==> src/rtl/uart_tx_frame.sv <==
// uart_tx_frame: parametrised UART transmitter.
// Frame = start bit, DATA_BITS data bits LSB-first, optional parity bit,
// STOP_BITS stop bits. Each bit is held for CLKS_PER_BIT clocks. A word
// accepted in the last stop cycle starts the next frame with no idle gap.
// Optional feature macro: UART_TX_PARITY_EN (adds the PARITY state).
// out, ready and busy are flops loaded from the next-state decode, so
// valid and data never reach the line through combinational logic.
module uart_tx_frame #(
    parameter int DATA_BITS    = 8,
    parameter int CLKS_PER_BIT = 16,
    parameter int STOP_BITS    = 1
) (
    input  logic                 clock,
    input  logic                 reset,
    input  logic [DATA_BITS-1:0] data,
    input  logic                 valid,
    output logic                 ready,
    input  logic                 parity_odd,
    output logic                 out,
    output logic                 busy
);

    localparam int BAUD_W = $clog2(CLKS_PER_BIT);
    localparam int IDX_W  = $clog2(DATA_BITS);
    localparam logic [BAUD_W-1:0] BAUD_LAST = BAUD_W'(CLKS_PER_BIT - 1);
    localparam logic [BAUD_W-1:0] BAUD_ONE  = BAUD_W'(1);
    localparam logic [BAUD_W-1:0] BAUD_ZERO = {BAUD_W{1'b0}};
    localparam logic [IDX_W-1:0]  IDX_LAST  = IDX_W'(DATA_BITS - 1);
    localparam logic [IDX_W-1:0]  IDX_ONE   = IDX_W'(1);
    localparam logic [IDX_W-1:0]  IDX_ZERO  = {IDX_W{1'b0}};
    localparam logic              STOP_LAST = 1'(STOP_BITS - 1);

    typedef enum logic [2:0] {
        IDLE   = 3'd0,
        START  = 3'd1,
        DATA   = 3'd2,
        PARITY = 3'd3,
        STOP   = 3'd4
    } state_t;

    // Parity bit as sent on the line: even parity over the word, inverted for odd.
    function automatic logic calc_parity(input logic [DATA_BITS-1:0] word,
                                         input logic odd);
        return (^word) ^ odd;
    endfunction

    state_t                 state_r, state_s;
    logic [BAUD_W-1:0]      baud_r, baud_s;
    logic [IDX_W-1:0]       idx_r, idx_s;
    logic                   stop_r, stop_s;
    logic [DATA_BITS-1:0]   shift_r, shift_s;
    logic                   par_r, par_s;
    logic                   out_r, out_s;
    logic                   ready_r, ready_s;
    logic                   busy_r, busy_s;
    logic                   accept_s;
    logic                   bit_end_s;

    // Next-state, datapath update and next-output decode.
    always_comb begin
        state_s   = state_r;
        baud_s    = baud_r;
        idx_s     = idx_r;
        stop_s    = stop_r;
        shift_s   = shift_r;
        par_s     = par_r;
        accept_s  = valid && ready_r;
        bit_end_s = (baud_r == BAUD_LAST);

        if (state_r != IDLE) begin
            baud_s = bit_end_s ? BAUD_ZERO : (baud_r + BAUD_ONE);
        end else begin
            baud_s = BAUD_ZERO;
        end

        case (state_r)
            IDLE: begin
                if (accept_s) begin
                    shift_s = data;
                    par_s   = calc_parity(data, parity_odd);
                    idx_s   = IDX_ZERO;
                    stop_s  = 1'b0;
                    state_s = START;
                end else begin
                    state_s = IDLE;
                end
            end
            START: begin
                if (bit_end_s) begin
                    idx_s   = IDX_ZERO;
                    state_s = DATA;
                end else begin
                    state_s = START;
                end
            end
            DATA: begin
                if (bit_end_s) begin
                    shift_s = {1'b0, shift_r[DATA_BITS-1:1]};
                    if (idx_r == IDX_LAST) begin
                        idx_s  = IDX_ZERO;
                        stop_s = 1'b0;
`ifdef UART_TX_PARITY_EN
                        state_s = PARITY;
`else
                        state_s = STOP;
`endif
                    end else begin
                        idx_s = idx_r + IDX_ONE;
                    end
                end else begin
                    state_s = DATA;
                end
            end
            PARITY: begin
                if (bit_end_s) begin
                    stop_s  = 1'b0;
                    state_s = STOP;
                end else begin
                    state_s = PARITY;
                end
            end
            STOP: begin
                if (bit_end_s) begin
                    if (stop_r == STOP_LAST) begin
                        stop_s = 1'b0;
                        if (accept_s) begin
                            // Zero-gap chaining into the next frame.
                            shift_s = data;
                            par_s   = calc_parity(data, parity_odd);
                            idx_s   = IDX_ZERO;
                            state_s = START;
                        end else begin
                            state_s = IDLE;
                        end
                    end else begin
                        stop_s = stop_r + 1'b1;
                    end
                end else begin
                    state_s = STOP;
                end
            end
            default: begin
                state_s = IDLE;
                baud_s  = BAUD_ZERO;
                idx_s   = IDX_ZERO;
                stop_s  = 1'b0;
            end
        endcase

        case (state_s)
            START:   out_s = 1'b0;
            DATA:    out_s = shift_s[0];
            PARITY:  out_s = par_s;
            default: out_s = 1'b1;
        endcase

        busy_s  = (state_s != IDLE);
        ready_s = (state_s == IDLE) ||
                  ((state_s == STOP) && (stop_s == STOP_LAST) && (baud_s == BAUD_LAST));
    end

    // State and output registers with synchronous active-low reset.
    always_ff @(posedge clock) begin
        if (!reset) begin
            state_r <= IDLE;
            baud_r  <= BAUD_ZERO;
            idx_r   <= IDX_ZERO;
            stop_r  <= 1'b0;
            shift_r <= {DATA_BITS{1'b0}};
            par_r   <= 1'b0;
            out_r   <= 1'b1;
            ready_r <= 1'b1;
            busy_r  <= 1'b0;
        end else begin
            state_r <= state_s;
            baud_r  <= baud_s;
            idx_r   <= idx_s;
            stop_r  <= stop_s;
            shift_r <= shift_s;
            par_r   <= par_s;
            out_r   <= out_s;
            ready_r <= ready_s;
            busy_r  <= busy_s;
        end
    end

    assign out   = out_r;
    assign ready = ready_r;
    assign busy  = busy_r;

endmodule

==> config.mk <==
export PLATFORM = sky130hd
export DESIGN_NAME = uart_tx_frame
export DESIGN_NICKNAME = d
export VERILOG_FILES = /design/src/rtl/uart_tx_frame.sv
export SDC_FILE = /design/constraint.sdc
export NUM_CORES = 1
export LEC_CHECK = 0
export CAP_MARGIN = 20
export CORE_UTILIZATION = 60
export CTS_BUF_LIST = sky130_fd_sc_hd__clkbuf_8
export DETAILED_ROUTE_END_ITERATION = 12
export GPL_TIMING_DRIVEN = 0
export PLACE_DENSITY = 0.85
export SLEW_MARGIN = 20
export SYNTH_ARGS = -nofsm -noshare
export SYNTH_HDL_FRONTEND = slang
export SYNTH_SLANG_ARGS = --single-unit
==> constraint.sdc <==
create_clock -name clock -period 3 [get_ports clock]
set_input_delay 0.3 -clock clock [delete_from_list [all_inputs] [get_ports clock]]
set_output_delay 0.3 -clock clock [all_outputs]
set_load 0.1 [all_outputs]
==> results.json <==
{
  "die_h_um": 47.4,
  "startpoint_type": "register",
  "worstMarginPinSlew_ns": 0.966,
  "die_w_um": 47.4,
  "drive_gt1_share_pct": 12.0,
  "drc": 0,
  "whs_endpoint": "stop_r$_SDFF_PN0_",
  "critPathKind": "reg2out",
  "yosysTopAreaCell": "dfxtp_1",
  "fin_crit_ns": 2.06,
  "maxCapViolations": 0,
  "yosysWarnings": 0,
  "io_buffers": 14,
  "clock_path_buffers": 2,
  "drt-initial-drc-count": 48,
  "crit_slowest_cell": "clkdlybuf4s50_1",
  "leakage_nw": 0.605,
  "outcome": "completed",
  "grt_pass1_vias": 976,
  "area_growth_pct": 17.7,
  "dieArea_um2": 2240,
  "max_freq_ghz": 0.486,
  "slew_violations": 0,
  "synth_common_cells": "26 x nor2_1, 23 x dfxtp_1, 7 x xnor2_1",
  "grt.busiest_layer": "met2",
  "dp_hpwl_mm": 1.90,
  "syn_avg_cell_area_um2": 9.36,
  "rrSetupSlack_ns": 1.02,
  "diodes": 0,
  "synthFlopType": "dfxtp_1",
  "place_congestion": 0.853,
  "netlist_top_cells_area": "dfxtp_1 37%, nor2_1 7.9%, xnor2_1 5.0%, a222oi_1 4.9%, ha_1 3.0%",
  "finalInstanceArea_um2": 1450,
  "p_comb_share_pct": 25.3,
  "required_ns": 2.70,
  "hold_depth": 2,
  "post_cts_buffers": 0,
  "r2r-start": "baud_r[0]$_SDFF_PN0_",
  "dpl-instance-area_um2": 1410,
  "cp-end-kind": "primary output",
  "path_clk_slew_ns": 0.07,
  "numCtsBuffers": 3,
  "hold_start": "stop_r$_SDFF_PN0_",
  "powerDensity_nw_per_um2": 477,
  "p_int_uw": 486,
  "swShare_pct": 29.9,
  "routed_wl_mm": 2.55,
  "cts_sinks": 23,
  "tritoncts": "done",
  "overflow": 0,
  "grtUsageMet3_pct": 3.46,
  "ant_nets": 0,
  "antenna_found_initial": 0,
  "grt_pass1_wl_mm": 4.03,
  "cts_hold_buffers": 0,
  "cts_resized": 0,
  "crit_path_start": "ready$_SDFF_PN1_",
  "cts-root-buf": "clkbuf_8",
  "skew_ns": 0.00440,
  "grt_util_met2_pct": 40.5,
  "finalHoldViolCount": 0,
  "syn_area_um2": 1230,
  "r2r_end": "out$_SDFF_PN1_",
  "synth-edff-count": 0,
  "dp_cells": 173,
  "period_share_pct": 68.6,
  "synth_top_area_share_pct": 37.3,
  "drt-pass1-iter-count": 4,
  "cp.arrival_ns": 1.76,
  "grt_max_degree": 13,
  "nets": 166,
  "htreeDepth": 1,
  "p_seq_share_pct": 48.1,
  "hp-class": "reg2reg",
  "ys_seq_elements": 23,
  "final_cell_count_no_fill": 177,
  "ys_types": 49,
  "clock_latency_ns": 0.26,
  "critPathBufInv": 1,
  "io-pin-count": 15,
  "worstPathCellList": "clkdlybuf4s50_1",
  "use_met1_pct": 34.8,
  "rr_worst_depth": 7,
  "tns_ns": 0,
  "clkPwrFrac_pct": 26.5,
  "fp.coreArea_um2": 1940,
  "async_flop_share_pct": 0,
  "avgViaCountPerCell": 6.03,
  "fin_util_pct": 74.9,
  "avgRoutedWirePerCell_um": 14.4,
  "timing.slew.headroom_pct": 35.4,
  "path_depth": 1,
  "synth.net_count": 147,
  "start_util_pct": 63.6,
  "path_delay_family": "buffers and inverters",
  "ir_drop_uv": 560,
  "synth_most_common_cell": "nor2_1",
  "finalSetupViolations": 0,
  "cp_max_fo": 3,
  "track_usage_pct": 25.8,
  "rsz0062_at_grt": "no",
  "slowest_delay_ns": 1.14,
  "fillers": 146,
  "routed-via-count": 1068,
  "p_sw_uw": 207,
  "rows": 16,
  "ys_seq_area_share_pct": 37.3,
  "synthCells": 132
}
## power by group through the flow
stage,Combinational (mW),Sequential [mW],Clock (mW)
final,0.176,0.334,0.184
after global routing,0.186,0.335,0.203
after CTS,0.175,0.333,0.190
after detailed placement,0.174,0.340,0
after global placement,0.171,0.339,0
after floorplan,0.0896,0.378,0
## per-stage QoR
step           hold WS [ns]  worst slack (ns)  total power [mW]
2_1_floorplan         0.446             0.955             0.468
3_5_place_dp          0.495             0.878             0.514
5_1_grt               0.524             0.899             0.725
4_1_cts               0.507             0.925             0.698
6_report              0.509             0.943             0.693
3_3_place_gp          0.482             0.907             0.510
## cells by family after synthesis
group           Yosys count  share of synthesized area (%)
compound gates           30                           21.7
buf+inv                  12                           5.57
simple gates             52                           22.5
flops                    23                           37.3
fa+ha+maj                 3                           3.04
xor+xnor                  9                           7.50
mux                       3                           2.43
## cell type report
cell class / instances / area [um^2] / area share, %
Inverter: 3 / 11.3 / 0.775
Clock buffer: 3 / 41.3 / 2.84
Tap cell: 27 / 33.8 / 2.32
Clock inverter: 1 / 3.75 / 0.258
Sequential cell: 23 / 460 / 31.7
Multi-Input combinational cell: 97 / 706 / 48.5
Buffer: 9 / 57.6 / 3.96
Timing Repair Buffer: 14 / 140 / 9.64
## sequential cells by signal, indices dropped and copies added (netlist names)
name	flops
baud_r	4
shift_r	8
idx_r	3
stop_r	1
par_r	1
ready	1
out	1
state_r	3
busy	1
## layer usage
layer / up-vias / part of all wire, %
li1: 525 / -
met3: 4 / 3.5
met5: - / 0
met4: 0 / 1.0
met1: 517 / 47
met2: 22 / 49
## worst max path at each step
stage / endpoint / slack, ns
floorplan: shift_r[2]$_SDFFE_PN0P_ / 0.96
global placement: out$_SDFF_PN1_ / 0.91
detailed placement: out$_SDFF_PN1_ / 0.88
CTS: ready / 0.93
global route: out$_SDFF_PN1_ / 0.90
finish: ready / 0.94
## cells in the final DEF, fill, tap and decap left out, types with 2 or more instances in the layout
cell type         n
nor2_1           26
dfxtp_1          23
clkdlybuf4s50_1  14
xnor2_1           7
a222oi_1          6
inv_1             4
buf_2             4
nor3b_1           4
a21oi_1           4
nand2_1           3
mux2i_1           3
nor3_1            3
ha_1              3
clkbuf_8          3
clkbuf_1          2
buf_6             2
o21ai_0           2
nand3_1           2
and3_1            2
a2bb2oi_1         2
(Power assumes the default switching activity.)
